$ cat src/rtl/rv_pkg.sv
// Shared pipeline definitions: datapath width, ALU opcodes and forwarding selects.
package rv_pkg;
  localparam int XLEN = 32;

  localparam logic [3:0] ALU_ADD  = 4'b0000;
  localparam logic [3:0] ALU_SUB  = 4'b0001;
  localparam logic [3:0] ALU_AND  = 4'b0010;
  localparam logic [3:0] ALU_OR   = 4'b0011;
  localparam logic [3:0] ALU_XOR  = 4'b0100;
  localparam logic [3:0] ALU_SLL  = 4'b0101;
  localparam logic [3:0] ALU_SRL  = 4'b0110;
  localparam logic [3:0] ALU_SRA  = 4'b0111;
  localparam logic [3:0] ALU_SLT  = 4'b1000;
  localparam logic [3:0] ALU_SLTU = 4'b1001;

  typedef enum logic [1:0] {
    FWD_NONE = 2'd0,
    FWD_EXM  = 2'd1,
    FWD_MWB  = 2'd2
  } fwd_sel_t;
endpackage

$ cat src/rtl/fwd_unit.sv
// Operand bypass select: the youngest in-flight writer of a non-zero register wins.
module fwd_unit
  import rv_pkg::*;
(
  input  logic [4:0] rs_addr,
  input  logic       exm_reg_write,
  input  logic [4:0] exm_rd_addr,
  input  logic       mwb_reg_write,
  input  logic [4:0] mwb_rd_addr,
  output fwd_sel_t   sel
);
  always_comb begin
    sel = FWD_NONE;
    if (rs_addr != 5'd0) begin
      if (exm_reg_write && (exm_rd_addr == rs_addr)) begin
        sel = FWD_EXM;
      end else if (mwb_reg_write && (mwb_rd_addr == rs_addr)) begin
        sel = FWD_MWB;
      end
    end
  end
endmodule

$ cat src/rtl/id_ex_stage.sv
// ID/EX pipeline register with load-use stall detection, flush and operand forwarding.
module id_ex_stage #(
  parameter int XLEN = rv_pkg::XLEN
) (
  input  logic            clk,
  input  logic            rst,
  input  logic            id_valid,
  input  logic [XLEN-1:0] id_pc,
  input  logic [4:0]      id_rs1_addr,
  input  logic [4:0]      id_rs2_addr,
  input  logic [4:0]      id_rd_addr,
  input  logic [XLEN-1:0] id_rs1_data,
  input  logic [XLEN-1:0] id_rs2_data,
  input  logic [XLEN-1:0] id_imm,
  input  logic [3:0]      id_alu_control,
  input  logic            id_alu_src_a,
  input  logic            id_alu_src_b,
  input  logic            id_reg_write,
  input  logic            id_mem_read,
  input  logic            id_mem_write,
  input  logic            flush,
  input  logic            exm_reg_write,
  input  logic [4:0]      exm_rd_addr,
  input  logic [XLEN-1:0] exm_result,
  input  logic            mwb_reg_write,
  input  logic [4:0]      mwb_rd_addr,
  input  logic [XLEN-1:0] mwb_result,
  output logic [XLEN-1:0] alu_a,
  output logic [XLEN-1:0] alu_b,
  output logic [3:0]      alu_control,
  output logic            ex_valid,
  output logic [XLEN-1:0] ex_pc,
  output logic [4:0]      ex_rd_addr,
  output logic            ex_reg_write,
  output logic            ex_mem_read,
  output logic            ex_mem_write,
  output logic [XLEN-1:0] ex_store_data,
  output logic            stall_id,
  output logic [31:0]     stall_count
);
  import rv_pkg::*;

  logic            valid_q, valid_d;
  logic [XLEN-1:0] pc_q, pc_d;
  logic [4:0]      rs1_addr_q, rs1_addr_d;
  logic [4:0]      rs2_addr_q, rs2_addr_d;
  logic [4:0]      rd_addr_q, rd_addr_d;
  logic [XLEN-1:0] rs1_data_q, rs1_data_d;
  logic [XLEN-1:0] rs2_data_q, rs2_data_d;
  logic [XLEN-1:0] imm_q, imm_d;
  logic [3:0]      alu_ctrl_q, alu_ctrl_d;
  logic            src_a_q, src_a_d;
  logic            src_b_q, src_b_d;
  logic            reg_write_q, reg_write_d;
  logic            mem_read_q, mem_read_d;
  logic            mem_write_q, mem_write_d;
  logic [31:0]     stall_count_q, stall_count_d;

  logic            bubble;
  fwd_sel_t        sel_rs1, sel_rs2;
  logic [XLEN-1:0] rs1_fwd, rs2_fwd;

  assign stall_id = id_valid && valid_q && mem_read_q && (rd_addr_q != 5'd0) &&
                    ((rd_addr_q == id_rs1_addr) || (rd_addr_q == id_rs2_addr));
  assign bubble   = flush || stall_id || !id_valid;

  // Data fields are captured even for bubbles so they stay X-free; only control is squashed.
  always_comb begin
    pc_d        = id_pc;
    rs1_addr_d  = id_rs1_addr;
    rs2_addr_d  = id_rs2_addr;
    rd_addr_d   = id_rd_addr;
    rs1_data_d  = id_rs1_data;
    rs2_data_d  = id_rs2_data;
    imm_d       = id_imm;
    src_a_d     = id_alu_src_a;
    src_b_d     = id_alu_src_b;
    valid_d     = id_valid;
    alu_ctrl_d  = id_alu_control;
    reg_write_d = id_reg_write;
    mem_read_d  = id_mem_read;
    mem_write_d = id_mem_write;
    if (bubble) begin
      valid_d     = 1'b0;
      alu_ctrl_d  = ALU_ADD;
      reg_write_d = 1'b0;
      mem_read_d  = 1'b0;
      mem_write_d = 1'b0;
    end
    stall_count_d = stall_count_q;
    if (stall_id && (stall_count_q != 32'hFFFF_FFFF)) begin
      stall_count_d = stall_count_q + 32'd1;
    end
  end

  always_ff @(posedge clk) begin
    if (rst) begin
      valid_q       <= 1'b0;
      pc_q          <= '0;
      rs1_addr_q    <= '0;
      rs2_addr_q    <= '0;
      rd_addr_q     <= '0;
      rs1_data_q    <= '0;
      rs2_data_q    <= '0;
      imm_q         <= '0;
      alu_ctrl_q    <= ALU_ADD;
      src_a_q       <= 1'b0;
      src_b_q       <= 1'b0;
      reg_write_q   <= 1'b0;
      mem_read_q    <= 1'b0;
      mem_write_q   <= 1'b0;
      stall_count_q <= '0;
    end else begin
      valid_q       <= valid_d;
      pc_q          <= pc_d;
      rs1_addr_q    <= rs1_addr_d;
      rs2_addr_q    <= rs2_addr_d;
      rd_addr_q     <= rd_addr_d;
      rs1_data_q    <= rs1_data_d;
      rs2_data_q    <= rs2_data_d;
      imm_q         <= imm_d;
      alu_ctrl_q    <= alu_ctrl_d;
      src_a_q       <= src_a_d;
      src_b_q       <= src_b_d;
      reg_write_q   <= reg_write_d;
      mem_read_q    <= mem_read_d;
      mem_write_q   <= mem_write_d;
      stall_count_q <= stall_count_d;
    end
  end

  fwd_unit u_fwd_rs1 (
    .rs_addr       (rs1_addr_q),
    .exm_reg_write (exm_reg_write),
    .exm_rd_addr   (exm_rd_addr),
    .mwb_reg_write (mwb_reg_write),
    .mwb_rd_addr   (mwb_rd_addr),
    .sel           (sel_rs1)
  );

  fwd_unit u_fwd_rs2 (
    .rs_addr       (rs2_addr_q),
    .exm_reg_write (exm_reg_write),
    .exm_rd_addr   (exm_rd_addr),
    .mwb_reg_write (mwb_reg_write),
    .mwb_rd_addr   (mwb_rd_addr),
    .sel           (sel_rs2)
  );

  always_comb begin
    case (sel_rs1)
      FWD_EXM: rs1_fwd = exm_result;
      FWD_MWB: rs1_fwd = mwb_result;
      default: rs1_fwd = rs1_data_q;
    endcase
    case (sel_rs2)
      FWD_EXM: rs2_fwd = exm_result;
      FWD_MWB: rs2_fwd = mwb_result;
      default: rs2_fwd = rs2_data_q;
    endcase
  end

  assign alu_a         = src_a_q ? pc_q : rs1_fwd;
  assign alu_b         = src_b_q ? imm_q : rs2_fwd;
  assign alu_control   = alu_ctrl_q;
  assign ex_valid      = valid_q;
  assign ex_pc         = pc_q;
  assign ex_rd_addr    = rd_addr_q;
  assign ex_reg_write  = reg_write_q;
  assign ex_mem_read   = mem_read_q;
  assign ex_mem_write  = mem_write_q;
  assign ex_store_data = rs2_fwd;
  assign stall_count   = stall_count_q;
endmodule

$ cat config.mk
export PLATFORM = sky130hd
export DESIGN_NAME = id_ex_stage
export DESIGN_NICKNAME = d
export VERILOG_FILES = /design/src/rtl/rv_pkg.sv /design/src/rtl/fwd_unit.sv /design/src/rtl/id_ex_stage.sv
export SDC_FILE = /design/constraint.sdc
export NUM_CORES = 1
export LEC_CHECK = 0
export ABC_CLOCK_PERIOD_IN_PS = 3000
export CAP_MARGIN = 20
export CORE_ASPECT_RATIO = 0.7
export CORE_MARGIN = 2
export CORE_UTILIZATION = 36
export DETAILED_ROUTE_END_ITERATION = 10
export PLACE_DENSITY = 0.84
export SYNTH_ARGS = -nofsm -noshare
export SYNTH_HDL_FRONTEND = slang
export SYNTH_HIERARCHICAL = 1
export SYNTH_SLANG_ARGS = --single-unit
$ cat constraint.sdc
create_clock -name clk -period 3 [get_ports clk]
set_input_delay 0.6 -clock clk [delete_from_list [all_inputs] [get_ports clk]]
set_output_delay 0.6 -clock clk [all_outputs]
set_load 0.03 [all_outputs]
==> results of run 1 <==
-- stage by stage --
| stage | util, % | power, W | hold WS, ns | cells | setup slack, ns |
|---|---|---|---|---|---|
| after floorplan | - | 0.003296 | 0.6105 | 905 | -0.06376 |
| after global placement | 61.73 | 0.003958 | 0.4722 | 1601 | -0.9826 |
| after detailed placement | 61.73 | 0.003976 | 0.5030 | 1601 | -1.018 |
| after CTS | 72.09 | 0.006459 | 0.5149 | 1660 | -0.5583 |
| after global routing | 74.53 | 0.006734 | 0.5313 | 1672 | -0.6681 |
| final | 74.53 | 0.006554 | 0.5168 | 1672 | -0.6172 |
-- cell families (layout without fill, tap and decap cells) --
| kind of cell | Yosys count | count (layout) | share of synthesized area, % |
|---|---|---|---|
| and+or+nand+nor | 362 | 362 | 24.97 |
| AOI/OAI and AO/OA | 213 | 213 | 15.75 |
| DFF | 185 | 185 | 46.34 |
| buffers and inverters | 72 | 557 | 3.601 |
| muxes | 36 | 36 | 5.056 |
| xor gates and xnor gates | 32 | 32 | 3.507 |
| adders and majority gates | 5 | 5 | 0.7827 |
-- layout by cell type (no fill, tap or decap), drive strengths merged, types with 2 or more instances in the layout --
cell type	count
clkinvlp	3
inv	10
and4	2
xor2	9
and3	4
a21oi	58
clkbuf	27
clkdlybuf4s50	297
buf	211
and2	9
nand4	16
dfxtp	185
ha	5
nand2	77
nand3	17
xnor2	23
nor2b	149
mux2	35
o21ai	80
o31ai	10
a22oi	64
bufinv	2
or3	15
nor4b	2
or4	14
clkinv	4
nor2	47
nor4	7
dlygate4sd2	2
-- flip-flops by register name, summed over array words and instances, names as in the netlist --
| name | cells |
|---|---|
| src_a_q | 1 |
| ex_pc | 32 |
| imm_q | 32 |
| rs1_data_q | 32 |
| ex_reg_write | 1 |
| rs2_addr_q | 5 |
| stall_count | 32 |
| ex_mem_write | 1 |
| src_b_q | 1 |
| ex_rd_addr | 5 |
| rs1_addr_q | 5 |
| ex_mem_read | 1 |
| ex_valid | 1 |
| alu_control | 4 |
| rs2_data_q | 32 |
-- metal layers --
metal  global-route usage [%]  wire length, um  vias to the layer above
met1                    32.46            14210                     4348
met3                    8.208             2773                      113
met4                    11.91             1672                        0
li1                         -                -                     4100
met2                    55.05            19590                      434
met5                        0                0                        -
-- worst register-to-register path, cell delays in order (launching register included) --
cell	delay, ns
dfxtp_1	0.50
ha_1	0.32
nand3_1	0.12
nor4_2	0.28
nand2b_2	0.26
or4_1	0.53
a21oi_1	0.15
-- power by group through the flow --
stage | sequential (W) | combinational (W) | clock (W)
3_3_place_gp | 0.00268 | 0.00127 | 0
6_report | 0.00266 | 0.00156 | 0.00234
4_1_cts | 0.00264 | 0.00147 | 0.00234
2_1_floorplan | 0.00271 | 0.000582 | 0
5_1_grt | 0.00267 | 0.00162 | 0.00245
3_5_place_dp | 0.00269 | 0.00129 | 0
-- final cells by class --
| class | instances | area [um^2] | share of cell area (%) |
|---|---|---|---|
| inverter | 9 | 33.78 | 0.2086 |
| sequential | 185 | 3732 | 23.04 |
| timing repair buffer | 516 | 5853 | 36.13 |
| clock inverter | 10 | 118.9 | 0.7338 |
| tap | 282 | 352.8 | 2.178 |
| multi-input combinational | 648 | 5633 | 34.78 |
| clock buffer | 22 | 474.2 | 2.928 |
-- timing repair --
action                                  in CTS  in global routing
pin swaps                                   78                 70
resized for setup                          338                109
cloned                                      15                  5
setup buffers                               17                 27
endpoints found under the hold margin        0                  0
endpoints found under the setup margin      96                 96
-- path summary, 6_finish.rpt --
| path | start | to | slack (ns) | cells after the start |
|---|---|---|---|---|
| max | exm_rd_addr[4] | alu_b[24] | -0.62 | 12 |
| min | stall_count[30] | stall_count[30] | 0.52 | 2 |
| max reg2reg | stall_count[0] | stall_count[30] | 0.78 | 6 |
| min reg2reg | stall_count[30] | stall_count[30] | 0.52 | 2 |
==> results_dict.tcl, run 1 <==
set metrics [dict create \
    status "finished with violations" \
    failed_checks "setup timing" \
    synth_area_per_cell_um2 8.832 \
    switching_share_pct 28.24 \
    ant_nets 0 \
    port_buffers 405 \
    antenna_found_initial 0 \
    hold_violations 0 \
    dieHeight_um 128.7 \
    first_global_vias 9041 \
    critical-path-top-delay-family "simple AND/OR/NAND/NOR gates" \
    worstMarginPinSlew_ns 0.9199 \
    drive_gt1_share_pct 38.56 \
    fmax_ghz 0.2765 \
    drv_slew 0 \
    p_seq_share_pct 40.6 \
    finalSetupViolCount 96 \
    htree_levels 4 \
    nNetsFinal 1614 \
    fin_crit_ns 3.617 \
    p_per_area_nw_per_um2 404.6 \
    num_io_pins 406 \
    synth_most_common_cell "dfxtp_1" \
    root_buffer "clkbuf_16" \
    drtPass1Iterations 5 \
    critPathLaunchType "primary input" \
    initial_utilization_pct 36.78 \
    antenna_cells 0 \
    p_leak_nw 5.910 \
    numCtsBuffers 17 \
    syn-num-nets 1142 \
    crit_required_ns 2.40 \
    synth-seq-cells 185 \
    slowest_stage "a22oi_2" \
    setup_tns_ns -42.39 \
    final_cell_area_um2 16200 \
    yosys.area.top_type_share_pct 46.34 \
    gr-total-overflow 0 \
    areaGrowthSynthToFinish_pct 102.7 \
    power.share.clock_pct 35.7 \
    wl_per_cell_um 22.87 \
    cts_tree "done" \
    detailed_place_hpwl_um 22570 \
    die_x_um 182.1 \
    finalCritPeriodShare_pct 120.6 \
    grt_max_degree 91 \
    clockBufferDepth 2 \
    hold_class "reg -> reg" \
    grt_pass1_wl_um 52760 \
    drv_cap 0 \
    synthArstFlopShare_pct 0 \
    finalWirelength_um 38240 \
    seq_area_frac_synth_pct 46.34 \
    rsz0062_at_grt "yes" \
    clock_latency_ns 0.43 \
    crit_arrival_ns 3.02 \
    crit_fanout 8 \
    ys_types 36 \
    criticalPathCategory "in -> out" \
    drc 0 \
    ys.flop_type "dfxtp_1" \
    combinationalPowerShare_pct 23.8 \
    clk_pin_slew_ns 0.07 \
    dpl_cell_area_um2 13420 \
    syn_area_um2 7993 \
    cts.sinks 185 \
    synth_edf_count 0 \
    synthTopCellsByArea "dfxtp_1 46%, nor2b_1 12%, a22oi_1 6.0%, o21ai_0 5.0%, mux2_2 4.9%" \
    synth_common_cells "185 x dfxtp_1, 149 x nor2b_1, 80 x o21ai_0" \
    cts-hold-fix-buffers 0 \
    setup_slack_ns -0.6172 \
    cp-end-kind "output pin" \
    drt_iter0_markers 541 \
    worst-path-buf-inv 4 \
    die_area_um2 23430 \
    vias 8995 \
    fin_skew_ns 0.007706 \
    core_um2 21730 \
    slowest_delay_ns 0.29 \
    track_usage_pct 29.72 \
    crit_chain "clkdlybuf4s15_2 -> xor2_1 -> nor4_1 -> nand3_1 -> nor2_4 -> inv_1 -> ha_4 -> clkbuf_16 -> a22oi_2 -> o21ai_4 -> mux2_4 -> buf_6" \
    rows 45 \
    ir_worst_vdd_uv 465.6 \
    power.net_switching_w 0.001851 \
    num-fill-cells 1314 \
    yosysTopAreaCell "dfxtp_1" \
    viasPerCell 5.380 \
    synth_cells 905 \
    internal-power_w 0.004704 \
    slew_headroom_pct 38.67 \
    gp_congestion 0.8475 \
    ys.warnings.count 6 \
]
No activity file was read; power rests on OpenSTA's default activity.
==> run 2, diff against run 1 <==
Settings changed: PLACE_DENSITY 0.84 to default, PLACE_DENSITY_LB_ADDON from default to 0.2, SYNTH_HIERARCHICAL 1 to default.
==> run 2 against run 1 <==
  * The run still ends with setup timing left
  * Register-to-register slack lost 0.10 ns
  * Clock-buffer cell count shrank 3
  * Die area grew 0.23%
  * Fmax shrank 0.18%
  * Global-route usage shrank 2.3 points
  * Wire length shrank 11%
  * Critical path type unchanged
  * Critical endpoint is now alu_b[25]
  * Largest cell class is now multi-input gates
==> results_dict.tcl, run 2 <==
set metrics [dict create \
    syn_area_um2 8011 \
    antenna_found_initial 6 \
    most-common-layout-cells "296 x clkdlybuf4s50_1, 175 x dfxtp_1, 148 x nor2b_1" \
    clockBufferDepth 2 \
    synth_edf_count 0 \
    internal-power_w 0.004773 \
    cp-end-kind "output pin" \
    cts.sinks 185 \
    areaGrowthSynthToFinish_pct 94.00 \
    critPathLaunchType "primary input" \
    initial_utilization_pct 36.86 \
    finalWirelength_um 33930 \
    cts_tree "done" \
    first_global_vias 8532 \
    worstMarginPinSlew_ns 0.6535 \
    ir_worst_vdd_uv 389.3 \
    clk_pin_slew_ns 0.07 \
    port_buffers 405 \
    final_core_util_pct 71.51 \
    track_usage_pct 27.41 \
    r2r_setup_slack_ns 0.68 \
    finalSetupViolCount 96 \
    dieHeight_um 128.8 \
    slew_headroom_pct 56.44 \
    slowest_stage "or4_4" \
    gr-total-overflow 0 \
    yosys.area.top_type_share_pct 46.23 \
    yosysTopAreaCell "dfxtp_1" \
    detailed_place_hpwl_um 23110 \
    setup_tns_ns -44.62 \
    fin_skew_ns 0.008058 \
    grt_max_degree 83 \
    synth_common_cells "185 x dfxtp_1, 149 x nor2b_1, 86 x nand2_1" \
    setup_slack_ns -0.6238 \
    rsz0062_at_grt "yes" \
    hold_violations 0 \
    crit_fanout 5 \
    drive_gt1_share_pct 36.04 \
    dp_cells 1605 \
    crit_arrival_ns 3.02 \
    drv_slew 0 \
    grt_pass1_wl_um 48690 \
    status "finished with violations" \
    vias 8509 \
    fin_cells 1666 \
    nNetsFinal 1604 \
    fmax_ghz 0.2760 \
    critical-path-top-delay-family "buffers and inverters" \
    crit_required_ns 2.40 \
    hold_class "reg -> reg" \
    clock_latency_ns 0.43 \
    p_per_area_nw_per_um2 420.7 \
    seq_area_frac_synth_pct 46.23 \
    drc 0 \
    layout_commonest_cell "clkdlybuf4s50_1" \
    synth-seq-cells 185 \
    syn-num-nets 1149 \
    synth_most_common_cell "dfxtp_1" \
    p_seq_share_pct 40.4 \
    ys.warnings.count 0 \
    root_buffer "clkbuf_16" \
    slowest_delay_ns 0.52 \
    synth_cells 912 \
    crit_chain "dlygate4sd2_1 -> xnor2_1 -> and3_4 -> or4_4 -> buf_6 -> ha_4 -> buf_12 -> buf_12 -> buf_16 -> nand2_4 -> o21ai_4 -> mux2_4 -> buf_6" \
    num_io_pins 406 \
    drv_cap 0 \
    ant_nets 0 \
    total_power_w 0.006538 \
    gp_congestion 0.8970 \
    cts-hold-fix-buffers 0 \
    numCtsBuffers 17 \
    synthArstFlopShare_pct 0 \
    finalCritPeriodShare_pct 120.8 \
    fin_crit_ns 3.624 \
    power.share.clock_pct 37.5 \
    wl_per_cell_um 20.37 \
    die_x_um 182.3 \
    worst-path-buf-inv 6 \
    switching_share_pct 26.99 \
    core_um2 21730 \
    combinationalPowerShare_pct 22.1 \
    synthTopCellsByArea "dfxtp_1 46%, nor2b_1 12%, a22oi_1 6.0%, o21ai_0 4.9%, mux2_2 4.8%" \
    die_area_um2 23480 \
    drt_iter0_markers 508 \
    power.net_switching_w 0.001765 \
    htree_levels 4 \
    p_leak_nw 5.746 \
    drtPass1Iterations 5 \
    failed_checks "setup timing" \
    ys.flop_type "dfxtp_1" \
    synth_area_per_cell_um2 8.784 \
    ys_types 42 \
    rows 45 \
    criticalPathCategory "in -> out" \
    viasPerCell 5.107 \
]
run 2: worst register-to-register path: cells and delay by family (launching register included):
family | cells | cell delay (ns)
compound gates | 1 | 0.17
fa+ha+maj | 1 | 0.22
flops | 1 | 0.43
simple gates | 5 | 1.44
run 2: logic make-up after synthesis:
group	count (synthesis)	share of synthesized area, %
DFF	185	46.23
muxes	36	5.045
xor gates and xnor gates	32	3.498
and+or+nand+nor	371	24.86
adders and majority gates	5	0.7809
buffers and inverters	69	3.483
AOI/OAI and AO/OA	214	16.10
run 2: metal layers:
layer | up-vias | routed length [um] | part of all wire (%) | track usage (%)
met1 | 4072 | 13360 | 39 | 31.14
met3 | 45 | 2430 | 7.2 | 8.548
met5 | - | 0 | 0 | 0
met2 | 306 | 17390 | 51 | 49.26
li1 | 4086 | - | - | -
met4 | 0 | 758 | 2.2 | 9.203
run 2: metrics by stage:
step	worst slack, ns	hold WS, ns	cell area, um^2
after floorplan	-0.2499	0.6103	8682
after global placement	-1.125	0.4763	13210
after detailed placement	-1.151	0.4892	13210
after CTS	-0.6636	0.4898	15120
after global routing	-0.7148	0.5047	15540
final	-0.6238	0.5052	15540
run 2: worst paths after layout:
| kind | from | to | cells after the start |
|---|---|---|---|
| min reg2reg | stall_count[17] | stall_count[17] | 2 |
| min | stall_count[17] | stall_count[17] | 2 |
| max reg2reg | stall_count[0] | stall_count[30] | 7 |
| max | exm_rd_addr[0] | alu_b[25] | 13 |
run 2: cell type report:
| cell class | count | area [um^2] |
|---|---|---|
| multi-input cells | 658 | 5420 |
| inverters | 8 | 30.03 |
| flip-flops and latches | 185 | 3724 |
| clock inverters | 12 | 185.2 |
| clock buffers | 19 | 442.9 |
| well taps | 282 | 352.8 |
| diodes | 5 | 12.51 |
| fillers | 1550 | 6191 |
| repair buffers | 497 | 5375 |
run 2: power groups by stage:
stage          sequential (W)  clock, W  combinational, W
2_1_floorplan         0.00271         0          0.000566
3_3_place_gp          0.00268         0           0.00125
3_5_place_dp          0.00268         0           0.00126
4_1_cts               0.00264   0.00250           0.00140
5_1_grt               0.00265   0.00261           0.00152
6_report              0.00264   0.00245           0.00144
run 2: repair_timing:
action | 4_1_cts | 5_1_grt
gates resized for setup | 266 | 81
endpoints found under the hold margin | 0 | 0
buffers inserted | 13 | 15
endpoints found under the setup margin | 96 | 96
cloned | 9 | 4
pin swaps | 56 | 48
==> run 3, diff against run 2 <==
Settings changed: ABC_CLOCK_PERIOD_IN_PS 3000 to 3200.
Clock period 3 ns to 3.2 ns, I/O delays scaled along.
==> run 3 against run 2 <==
  * The run still ends with setup timing left
  * Core utilization up 0.44 points
  * Worst hold slack got worse by 0.0032 ns
  * Cell count is essentially flat
  * Sequential power down 6%
  * Global-route usage is 0.15 points lower
  * Worst setup slack better by 0.20 ns
  * Critical path type is now reg -> out
==> results_dict.tcl, run 3 (same netlist as run 2, synthesis figures left out) <==
set metrics [dict create \
    num_io_pins 406 \
    cts_tree "done" \
    cts.sinks 185 \
    combinationalPowerShare_pct 22.9 \
    core_um2 21730 \
    ant_nets 0 \
    port_buffers 405 \
    root_buffer "clkbuf_16" \
    initial_utilization_pct 36.86 \
    finalWirelength_um 33800 \
    hold_violations 0 \
    switching_share_pct 27.05 \
    final_core_util_pct 71.96 \
    cp-end-kind "output pin" \
    failed_checks "setup timing" \
    dieHeight_um 128.8 \
    htree_levels 4 \
    fin_skew_ns 0.005275 \
    viasPerCell 5.073 \
    areaGrowthSynthToFinish_pct 95.20 \
    wl_per_cell_um 20.30 \
    criticalPathCategory "reg -> out" \
    rsz0062_at_grt "yes" \
    most-common-layout-cells "296 x clkdlybuf4s50_1, 175 x dfxtp_1, 148 x nor2b_1" \
    track_usage_pct 27.25 \
    setup_slack_ns -0.4198 \
    clockBufferDepth 2 \
    multi_input_comb_area_um2 5453 \
    p_leak_nw 5.744 \
    clock_latency_ns 0.43 \
    nNetsFinal 1607 \
    hold_class "reg -> reg" \
    fin_crit_ns 3.620 \
    grt_pass1_wl_um 48620 \
    cts-hold-fix-buffers 0 \
    status "finished with violations" \
    numCtsBuffers 17 \
    antenna_found_initial 1 \
    drtPass1Iterations 7 \
    die_area_um2 23480 \
    layout_commonest_cell "clkdlybuf4s50_1" \
    dpl_cell_area_um2 13190 \
    finalSetupViolCount 96 \
    clk_pin_slew_ns 0.07 \
    worstMarginPinSlew_ns 0.8212 \
    drive_gt1_share_pct 35.67 \
    worst-path-buf-inv 5 \
    drv_slew 0 \
    crit_fanout 8 \
    gr-total-overflow 0 \
    ir_worst_vdd_uv 322.7 \
    vias 8446 \
    crit_required_ns 2.56 \
    power.net_switching_w 0.001619 \
    finalCritPeriodShare_pct 113.1 \
    drv_cap 0 \
    drt_iter0_markers 381 \
    fmax_ghz 0.2763 \
    grt_max_degree 93 \
    critical-path-top-delay-family "buffers and inverters" \
    detailed_place_hpwl_um 22820 \
    gp_congestion 0.8636 \
    crit_chain "buf_6 -> buf_4 -> xnor2_1 -> nand4_1 -> or4_4 -> ha_4 -> buf_12 -> buf_12 -> o21ai_4 -> mux2_4 -> buf_6" \
    fin_hold_ws_ns 0.5020 \
    rows 45 \
    power.share.clock_pct 35.6 \
    die_x_um 182.3 \
    critPathLaunchType "flip-flop" \
    first_global_vias 8642 \
    final_cell_area_um2 15640 \
    p_seq_share_pct 41.5 \
    crit_arrival_ns 2.98 \
    p_per_area_nw_per_um2 382.7 \
    slowest_delay_ns 0.48 \
    slowest_stage "or4_4" \
    drc 0 \
    seqCellArea_um2 3729 \
    internal-power_w 0.004366 \
    slew_headroom_pct 45.25 \
    num-fill-cells 1507 \
]
==> run 3: cell count changes in the layout (fill, tap and decap cells not counted), moves of 3 or more <==
cell,delta
buf_6,+27
buf_4,-26
nand2_4,+9
nand2_2,-8
inv_6,-6
clkbuf_1,+4
diode_2,-4
buf_8,+3
clkinvlp_4,+3
==> run 3: worst paths after layout <==
check / end / slack [ns] / cells after the start / startpoint
setup / recovery: alu_b[22] / -0.42 / 11 / rs2_addr_q[3]
hold / removal: stall_count[17] / 0.50 / 2 / stall_count[17]
setup reg to reg: stall_count[2] / 0.86 / 8 / stall_count[0]
hold reg to reg: stall_count[17] / 0.50 / 2 / stall_count[17]
==> run 3: per-layer routing <==
layer	vias up	routed length [um]	global-route usage [%]
met1	4030	13350	31.42
li1	4077	-	-
met5	-	0	0
met4	0	856	9.820
met3	48	2315	7.812
met2	291	17280	48.63
==> run 3: power by group through the flow <==
stage / Sequential, W / Combinational (W) / Clock, W
after floorplan: 0.00254 / 0.000529 / 0
after global placement: 0.00252 / 0.00116 / 0
after detailed placement: 0.00252 / 0.00117 / 0
after CTS: 0.00247 / 0.00129 / 0.00216
after global routing: 0.00249 / 0.00144 / 0.00225
final: 0.00248 / 0.00137 / 0.00213
==> run 3: worst register-to-register path, stage by stage (launching register included) <==
cell,delay (ns)
dfxtp_1,0.42
ha_1,0.24
and3_1,0.26
nand3_2,0.22
o211ai_2,0.22
buf_4,0.31
buf_4,0.22
nor2_1,0.05
mux2_1,0.30
==> run 3: repair_timing <==
action | 4_1_cts | 5_1_grt
pin swaps | 55 | 67
setup endpoints to repair | 96 | 96
gates resized for setup | 242 | 154
gates cloned | 7 | 3
setup buffers | 15 | 13
==> run 3: per-stage QoR <==
step / instances / setup slack (ns) / setup TNS, ns / total power, W
2_1_floorplan: 912 / -0.1299 / -4.108 / 0.003072
3_3_place_gp: 1607 / -0.9785 / -82.89 / 0.003676
3_5_place_dp: 1607 / -1.086 / -89.52 / 0.003688
4_1_cts: 1655 / -0.4495 / -33.06 / 0.005918
5_1_grt: 1665 / -0.4963 / -38.24 / 0.006186
6_report: 1665 / -0.4198 / -29.20 / 0.005985
==> run 3: area by class of cell <==
cell class	count	area share [%]
sequential	185	23.84
multi-input combinational	658	34.87
clock buffer	25	3.104
clock inverter	6	0.5760
inverter	8	0.2240
timing repair buffer	500	35.11
antenna	1	0.01600
tap	282	2.256
